<file path="src/rtl/tiny16_pkg.sv">
// Shared types and constants for the tiny16 memory arbiter.
package tiny16_pkg;

    // Arbiter/sequencer states: wait for a request, load MAR, then move data.
    typedef enum logic [1:0] {
        IDLE = 2'd0,
        ADDR = 2'd1,
        DATA = 2'd2
    } state_t;

    // Requester identifiers, also used as the round-robin pointer value.
    localparam logic REQ_CPU = 1'b0;
    localparam logic REQ_DMA = 1'b1;

    // Cycles from grant to acknowledge: ADDR, DATA, ack.
    localparam int unsigned ACCESS_CYCLES = 3;

endpackage

</file>
<file path="src/rtl/rr_pick2.sv">
// Two-way round-robin pick: the port not granted last wins a tie.
module rr_pick2 (
    input  logic [1:0] eligible,
    input  logic       last,
    output logic       valid,
    output logic       winner
);

    // A lone eligible port always wins; on a tie the pointer decides.
    always_comb begin
        valid  = |eligible;
        winner = eligible[1];
        if (&eligible) begin
            winner = ~last;
        end
    end

endmodule

</file>
<file path="src/rtl/mem_arbiter.sv">
// Arbitrates CPU and DMA access to the tiny16 word memory and sequences
// the MAR-load / data-transfer protocol, returning a one-cycle ack.
module mem_arbiter
    import tiny16_pkg::*;
#(
    parameter int unsigned ADDR_W = 16,
    parameter int unsigned DATA_W = 16
) (
    input  logic              clk,
    input  logic              rst,
    input  logic              cpu_req,
    input  logic              cpu_we,
    input  logic [ADDR_W-1:0] cpu_addr,
    input  logic [DATA_W-1:0] cpu_wdata,
    output logic              cpu_ack,
    output logic [DATA_W-1:0] cpu_rdata,
    input  logic              dma_req,
    input  logic              dma_we,
    input  logic [ADDR_W-1:0] dma_addr,
    input  logic [DATA_W-1:0] dma_wdata,
    output logic              dma_ack,
    output logic [DATA_W-1:0] dma_rdata,
    output logic              mem_addr_en,
    output logic [ADDR_W-1:0] mem_addr,
    output logic              mem_in_en,
    output logic [DATA_W-1:0] mem_in,
    output logic              mem_out_en,
    input  logic [DATA_W-1:0] mem_out
);

    state_t            state_q;
    logic              last_q;
    logic              gnt_q;
    logic              we_q;
    logic [ADDR_W-1:0] addr_q;
    logic [DATA_W-1:0] wdata_q;

    logic [1:0]        eligible;
    logic              pick_valid;
    logic              pick_winner;

    // A port in its ack cycle is masked so a held req is not re-granted.
    assign eligible = {dma_req & ~dma_ack, cpu_req & ~cpu_ack};

    rr_pick2 u_pick (
        .eligible (eligible),
        .last     (last_q),
        .valid    (pick_valid),
        .winner   (pick_winner)
    );

    // Sequencer FSM with latched request fields, pointer and per-port ack/rdata.
    always_ff @(posedge clk) begin
        if (rst) begin
            state_q   <= IDLE;
            last_q    <= REQ_DMA;
            gnt_q     <= REQ_CPU;
            we_q      <= 1'b0;
            addr_q    <= '0;
            wdata_q   <= '0;
            cpu_ack   <= 1'b0;
            dma_ack   <= 1'b0;
            cpu_rdata <= '0;
            dma_rdata <= '0;
        end else begin
            cpu_ack <= 1'b0;
            dma_ack <= 1'b0;
            unique case (state_q)
                IDLE: begin
                    if (pick_valid) begin
                        gnt_q   <= pick_winner;
                        last_q  <= pick_winner;
                        we_q    <= (pick_winner == REQ_DMA) ? dma_we    : cpu_we;
                        addr_q  <= (pick_winner == REQ_DMA) ? dma_addr  : cpu_addr;
                        wdata_q <= (pick_winner == REQ_DMA) ? dma_wdata : cpu_wdata;
                        state_q <= ADDR;
                    end
                end
                ADDR: begin
                    state_q <= DATA;
                end
                DATA: begin
                    if (!we_q) begin
                        if (gnt_q == REQ_DMA) begin
                            dma_rdata <= mem_out;
                        end else begin
                            cpu_rdata <= mem_out;
                        end
                    end
                    if (gnt_q == REQ_DMA) begin
                        dma_ack <= 1'b1;
                    end else begin
                        cpu_ack <= 1'b1;
                    end
                    state_q <= IDLE;
                end
                default: begin
                    state_q <= IDLE;
                end
            endcase
        end
    end

    // Memory strobes follow the state; gating with rst blocks MAR loads and
    // writes on any edge where reset is asserted.
    always_comb begin
        mem_addr_en = ~rst & (state_q == ADDR);
        mem_in_en   = ~rst & (state_q == DATA) & we_q;
        mem_out_en  = ~rst & (state_q == DATA) & ~we_q;
        mem_addr    = addr_q;
        mem_in      = wdata_q;
    end

endmodule

</file>
<file path="config.mk">
export PLATFORM = sky130hd
export DESIGN_NAME = mem_arbiter
export DESIGN_NICKNAME = d
export VERILOG_FILES = /design/src/rtl/tiny16_pkg.sv /design/src/rtl/rr_pick2.sv /design/src/rtl/mem_arbiter.sv
export SDC_FILE = /design/constraint.sdc
export NUM_CORES = 1
export LEC_CHECK = 0
export CORE_AREA = 10 10 101 103
export DETAILED_ROUTE_END_ITERATION = 7
export DIE_AREA = 0 0 111 113
export PLACE_DENSITY = 0.91
export SLEW_MARGIN = 20
export SYNTH_ARGS = -nofsm -noshare
export SYNTH_HDL_FRONTEND = slang
export SYNTH_HIERARCHICAL = 1
export SYNTH_SLANG_ARGS = --single-unit
</file>
<file path="constraint.sdc">
create_clock -name clk -period 2.15 [get_ports clk]
set_clock_uncertainty 0.1 [all_clocks]
set_input_delay 0.215 -clock clk [delete_from_list [all_inputs] [get_ports clk]]
set_output_delay 0.215 -clock clk [all_outputs]
set_load 0.005 [all_outputs]
</file>
# [After elaboration in Yosys (flattened, before gate mapping)]
# Cells that the tools add are included.
[totals] reg_bits=71 inputBits=86 word_cells=41
[classes] n_bitwise=13 eq_ne=3 n_reduce_logical=7 mux=8
[ops] op="$mux W16" count=2
[ops] op="$not A1 Y1" count=7
[ops] op="$and A1 B1 Y1" count=6
[ops] op="$reduce_and A3 Y1" count=2
[ops] op="$mux W1" count=4
[ops] op="$pmux W2 S2" count=1
[ops] op="$reduce_and A2 Y1" count=2
[ops] op="$reduce_or A2 Y1" count=2
[ops] op="$eq A2 B1 Y1 const B" count=1
[ops] op="$eq A2 B2 Y1 const B" count=1
[ops] op="$logic_not A2 Y1" count=1
[ops] op="$mux W2" count=1
[ops] op="$ne A2 B2 Y1 const B" count=1

# [Depth between registers and ports, before layout]
[logic_depth] word_depth=5 mapped_depth=6 ltp_nobuf=4

# [By module]
# Netlist, hierarchy kept.
[by_module_without_submodules] mod="mem_arbiter" cells_per_inst=300 seq_area_each_um2=1421.4 area_per_inst_um2=3349.5 n_inst=1
[by_module_without_submodules] mod="rr_pick2" cells_per_inst=2 seq_area_each_um2=0.0 area_per_inst_um2=13.8 n_inst=1

# [Worst setup path before layout]
# No wires, ideal clock.
[synth_timing] kind="register -> register" startpoint="reg dma_ack" endpoint="reg wdata_q[10] (netlist: mem_in[10])" setup_ns=0.140 stages_incl_launch_ff=7 slack_ns=0.370 synth_period_minus_slack_ns=1.780 t_required_ns=1.910 n_path_buf=2 arrival_time_ns=1.539 cell_sequence="dfxtp_1 -> nor2b_1 -> a21boi_1 -> buf_4 -> buf_1 -> mux2i_1 -> o32ai_2"
[synth_between] elab_chain_len=5 elab_cells_between_ends=7 cone_classes="mux (2); bitwise (2); reduce/logical (3)"
[synth_lines] item="start: declaration" line="mem_arbiter.sv:21" text="output logic dma_ack,"
[synth_lines] item="start signal: assignment" line="mem_arbiter.sv:62" text="dma_ack <= 1'b0;"
[synth_lines] item="start signal: assignment" line="mem_arbiter.sv:67" text="dma_ack <= 1'b0;"
[synth_lines] item="start signal: assignment" line="mem_arbiter.sv:91" text="dma_ack <= 1'b1;"
[synth_lines] item="$not A1 Y1 (*)" line="mem_arbiter.sv:43" text="assign eligible = {dma_req & ~dma_ack, cpu_req & ~cpu_ack};"
[synth_lines] item="$and A1 B1 Y1 (*)" line="mem_arbiter.sv:43"
[synth_lines] item="net eligible[1]" line="mem_arbiter.sv:38" text="logic [1:0] eligible;"
[synth_lines] item="$reduce_and A2 Y1" line="rr_pick2.sv:13" text="if (&eligible) begin"
[synth_lines] item="$mux W1 (*)" line="rr_pick2.sv:13"
[synth_lines] item="net pick_winner" line="mem_arbiter.sv:40" text="logic pick_winner;"
[synth_lines] item="$mux W16 (*)" line="mem_arbiter.sv:75" text="wdata_q <= (pick_winner == REQ_DMA) ? dma_wdata : cpu_wdata;"
[synth_lines] item="end signal: assignment" line="mem_arbiter.sv:75"
[synth_lines] item="end: declaration" line="mem_arbiter.sv:36" text="logic [DATA_W-1:0] wdata_q;"
# Mark *: on every way through the listed nets, which the timed path passes. The rest lies on a longest branch.
# A chain may end at the register's enable or synchronous reset.

# [Final worst setup path]
[layout_timing] startpoint="reg state_q[0]" endpoint="out mem_addr_en"
[layout_between] elab_chain_len=2
[layout_lines] item="start: declaration" line="mem_arbiter.sv:31" text="state_t state_q;"
[layout_lines] item="start signal: assignment" line="mem_arbiter.sv:55" text="state_q <= IDLE;"
[layout_lines] item="start signal: assignment" line="mem_arbiter.sv:76" text="state_q <= ADDR;"
[layout_lines] item="start signal: assignment" line="mem_arbiter.sv:80" text="state_q <= DATA;"
[layout_lines] item="$eq A2 B1 Y1" line="mem_arbiter.sv:107" text="mem_addr_en = ~rst & (state_q == ADDR);"
[layout_lines] item="$and A1 B1 Y1" line="mem_arbiter.sv:107"
[layout_lines] item="end: declaration" line="mem_arbiter.sv:23" text="output logic mem_addr_en,"
# No other way between the ends.

==> summary.txt <==
Status
  • Outcome: finished, final reports clean

Place
  • Placer Congestion: 0.730
  • DP Worst Slack: 0.140 ns
  • PortBufs: 154
  • Post-DP HPWL: 7610 um

Setup path
  • Data arrival time of the critical path: 1.63 ns
  • Top fanout value on the critical path: 8
  • Critical path, cell by cell: buf_4 > nor3b_1 > clkdlybuf4s50_1
  • Critical Path Source: state_q[0]$_SDFFE_PP0P_
  • Delay of the slowest critical-path stage: 0.55 ns
  • Setup CP Type: flip-flop to output port
  • FF-to-FF path depth: 5
  • CP Capture Type: output port
  • Reg2Reg Launch Point: cpu_ack$_SDFF_PP0_
  • CP Launch Type: flip-flop
  • CP max-delay cell: clkdlybuf4s50_1
  • Worst Path Required: 1.84 ns

Cells and area
  • Share of cells above drive strength 1: 14.7%
  • Ant diodes: 0
  • Area of the multi-input gates: 1680 sq um
  • Layout area overhead: 56.1%
  • Register Area: 1420 sq um
  • Fillers: 649
  • Final Net Count: 543

Yosys
  • Warnings, synthesis: 6
  • Largest cells by area after synthesis: dfxtp_1, mux2i_1, o32ai_2, nand2b_1, inv_1
  • Yosys top cell by area: dfxtp_1
  • Async SR Flop Fraction: 0%
  • Syn avg cell area: 11.1 sq um
  • Synthesized cell area: 3360 sq um
  • Yosys top cell area share: 42.3%
  • Register area share after synthesis: 42.3%
  • Syn Nets: 388
  • Synth top cells by count: dfxtp_1, mux2i_1, nand2b_1
  • EDFF count, synth: 0
  • Most common cell in the netlist: dfxtp_1
  • Synth Instances: 302
  • Top_reg_cell synth: dfxtp_1
  • Flops & latches, synth: 71
  • Count of different cell masters after synthesis: 24

Pwr
  • Leakage power: 0.00203 uW
  • Peak VDD IR: 0.000348 V
  • PD cells: 611 nW/um^2

Floorplanning
  • Die Ht: 113 um
  • # IOs: 155
  • Initial Util: 41.3%
  • FP Rows: 33
  • Die ar.: 12500 sq um
  • Die W: 111 um
  • Total core area: 8130 sq um

GRT
  • Vias in the first global route: 3020
  • Top Usage Layer GRT: met2
  • Met3 usage: 7.55%
  • Largest net degree at the start of global routing: 77
  • GR Util met1: 15.4%
  • Total Routing Usage GR: 15.1%
  • Gr ovfl total: 0
  • First-pass GRT wire length: 15700 um
  • Antenna violations before repair: 0
  • Met2 GRT Util: 26.6%

Timing
  • Setup TNS: 0 ns
  • Final hold vios: 0
  • Part of the cycle the worst path needs: 90.7%
  • Worst Tran Pin Value: 0.729 ns
  • F_max: 513 MHz
  • RSZ-0062 raised after global routing: false
  • PnR worst setup slack: 0.200 ns
  • Min Tclk post-route: 1.95 ns
  • Slew HR: 51.4%
  • Final-report max-slew violation count: 0
  • Setup violators final: 0

CTS
  • Clock sink count: 71
  • CTS buffer count: 9
  • Clock H-tree levels: 3
  • Clock latency on the worst-skew pair: 0.33 ns
  • CTS Buffer Depth: 2
  • Clk slew on worst S/H paths: 0.07 ns
  • Root Driver: clkbuf_8
  • Post-CTS Setup Repair Bufs: 0
  • CTS tree: yes

Flow run
  • Max Cap Viol: 0

Min path
  • Hold WC Path Type: primary input to flip-flop
  • Worst Min Path Start: rst
  • Cells on Worst Hold Path: 3

Routing
  • 1st-iter DRT viols: 74
  • Routed WL: 9550 um
  • First drt pass iteration count: 4
  • DRC Markers: 0
  • Antenna Nets Post-Route: 0
  • Vias per cell: 4.80
  • Routed via count: 2723
  • Per-cell routed wire length: 16.8 um
==> routing by layer <==
layer | wire length (um) | up-vias
met2 | 4830 | 99
met1 | 3630 | 1267
met5 | 0 | -
met4 | 114 | 0
met3 | 970 | 11
li1 | - | 1346
==> sequential cells by signal, summed over array words and instances (netlist names) <==
register   cells
dma_ack        1
state_q        2
last_q         1
mem_addr      16
mem_in        16
dma_rdata     16
cpu_ack        1
cpu_rdata     16
we_q           1
gnt_q          1
==> layout by cell type (no fill, tap or decap), types with 2 or more instances in the layout <==
cell             count
nor2b_1              2
nand2b_1            50
buf_4               14
dfxtp_1             71
mux2i_1             67
clkdlybuf4s50_1    151
nor2_1               6
o32ai_1              4
clkinvlp_4           3
clkbuf_8            11
clkinv_2             2
nor3b_1              2
inv_1               35
buf_12               3
o32ai_2             28
dlymetal6s2s_1       2
==> cells by family after synthesis <==
kind of cell           Yosys count  synth area share, %
buffers and inverters           62                 8.78
muxes                           67                 19.9
DFF                             71                 42.3
and+or+nand+nor                 68                 13.4
AOI/OAI and AO/OA               34                 15.6
==> worst max-delay path: cells and delay by family (launching register included) <==
kind	cells	cell delay, ns
flops	1	0.36
buf+inv	2	0.73
simple gates	1	0.21
==> path summary, 6_finish.rpt <==
| check | end | slack (ns) |
|---|---|---|
| hold reg to reg | dma_rdata[13]$_SDFFE_PP0P_ | 0.38 |
| setup reg to reg | mem_addr[15]$_SDFFE_PP0P_ | 0.48 |
| setup / recovery | mem_addr_en | 0.20 |
| hold / removal | dma_ack$_SDFF_PP0_ | 0.11 |
==> metrics by stage <==
stage	util (%)	instance area [sq um]	hold WS (ns)	std cells	total power, uW
final	64.5	5250	0.109	567	3210
after CTS	64.5	5250	0.104	567	3240
after floorplan	-	3360	0.291	302	1850
after global routing	64.5	5250	0.114	567	3370
after global placement	62.2	5060	0.358	551	2240
after detailed placement	62.2	5060	0.367	551	2270
==> final cells by class <==
cell class | count | share of cell area, %
timing repair buffer | 171 | 32.5
multi-input combinational | 169 | 31.9
sequential | 71 | 27.1
clock buffer | 11 | 2.88
inverter | 35 | 2.50
tap | 105 | 2.50
clock inverter | 5 | 0.620
==> what timing repair did <==
item / in CTS / in global routing
gates resized for setup: 1 / 2
pin swaps: 0 / 0
setup endpoints to repair: 2 / 2
hold buffers: 0 / 0
==> where the power goes <==
group / switching [uW] / internal [uW]
clock network: 502 / 478
registers: 51.6 / 1400
logic: 306 / 470
total: 859 / 2350
(Power assumes the default switching activity.)
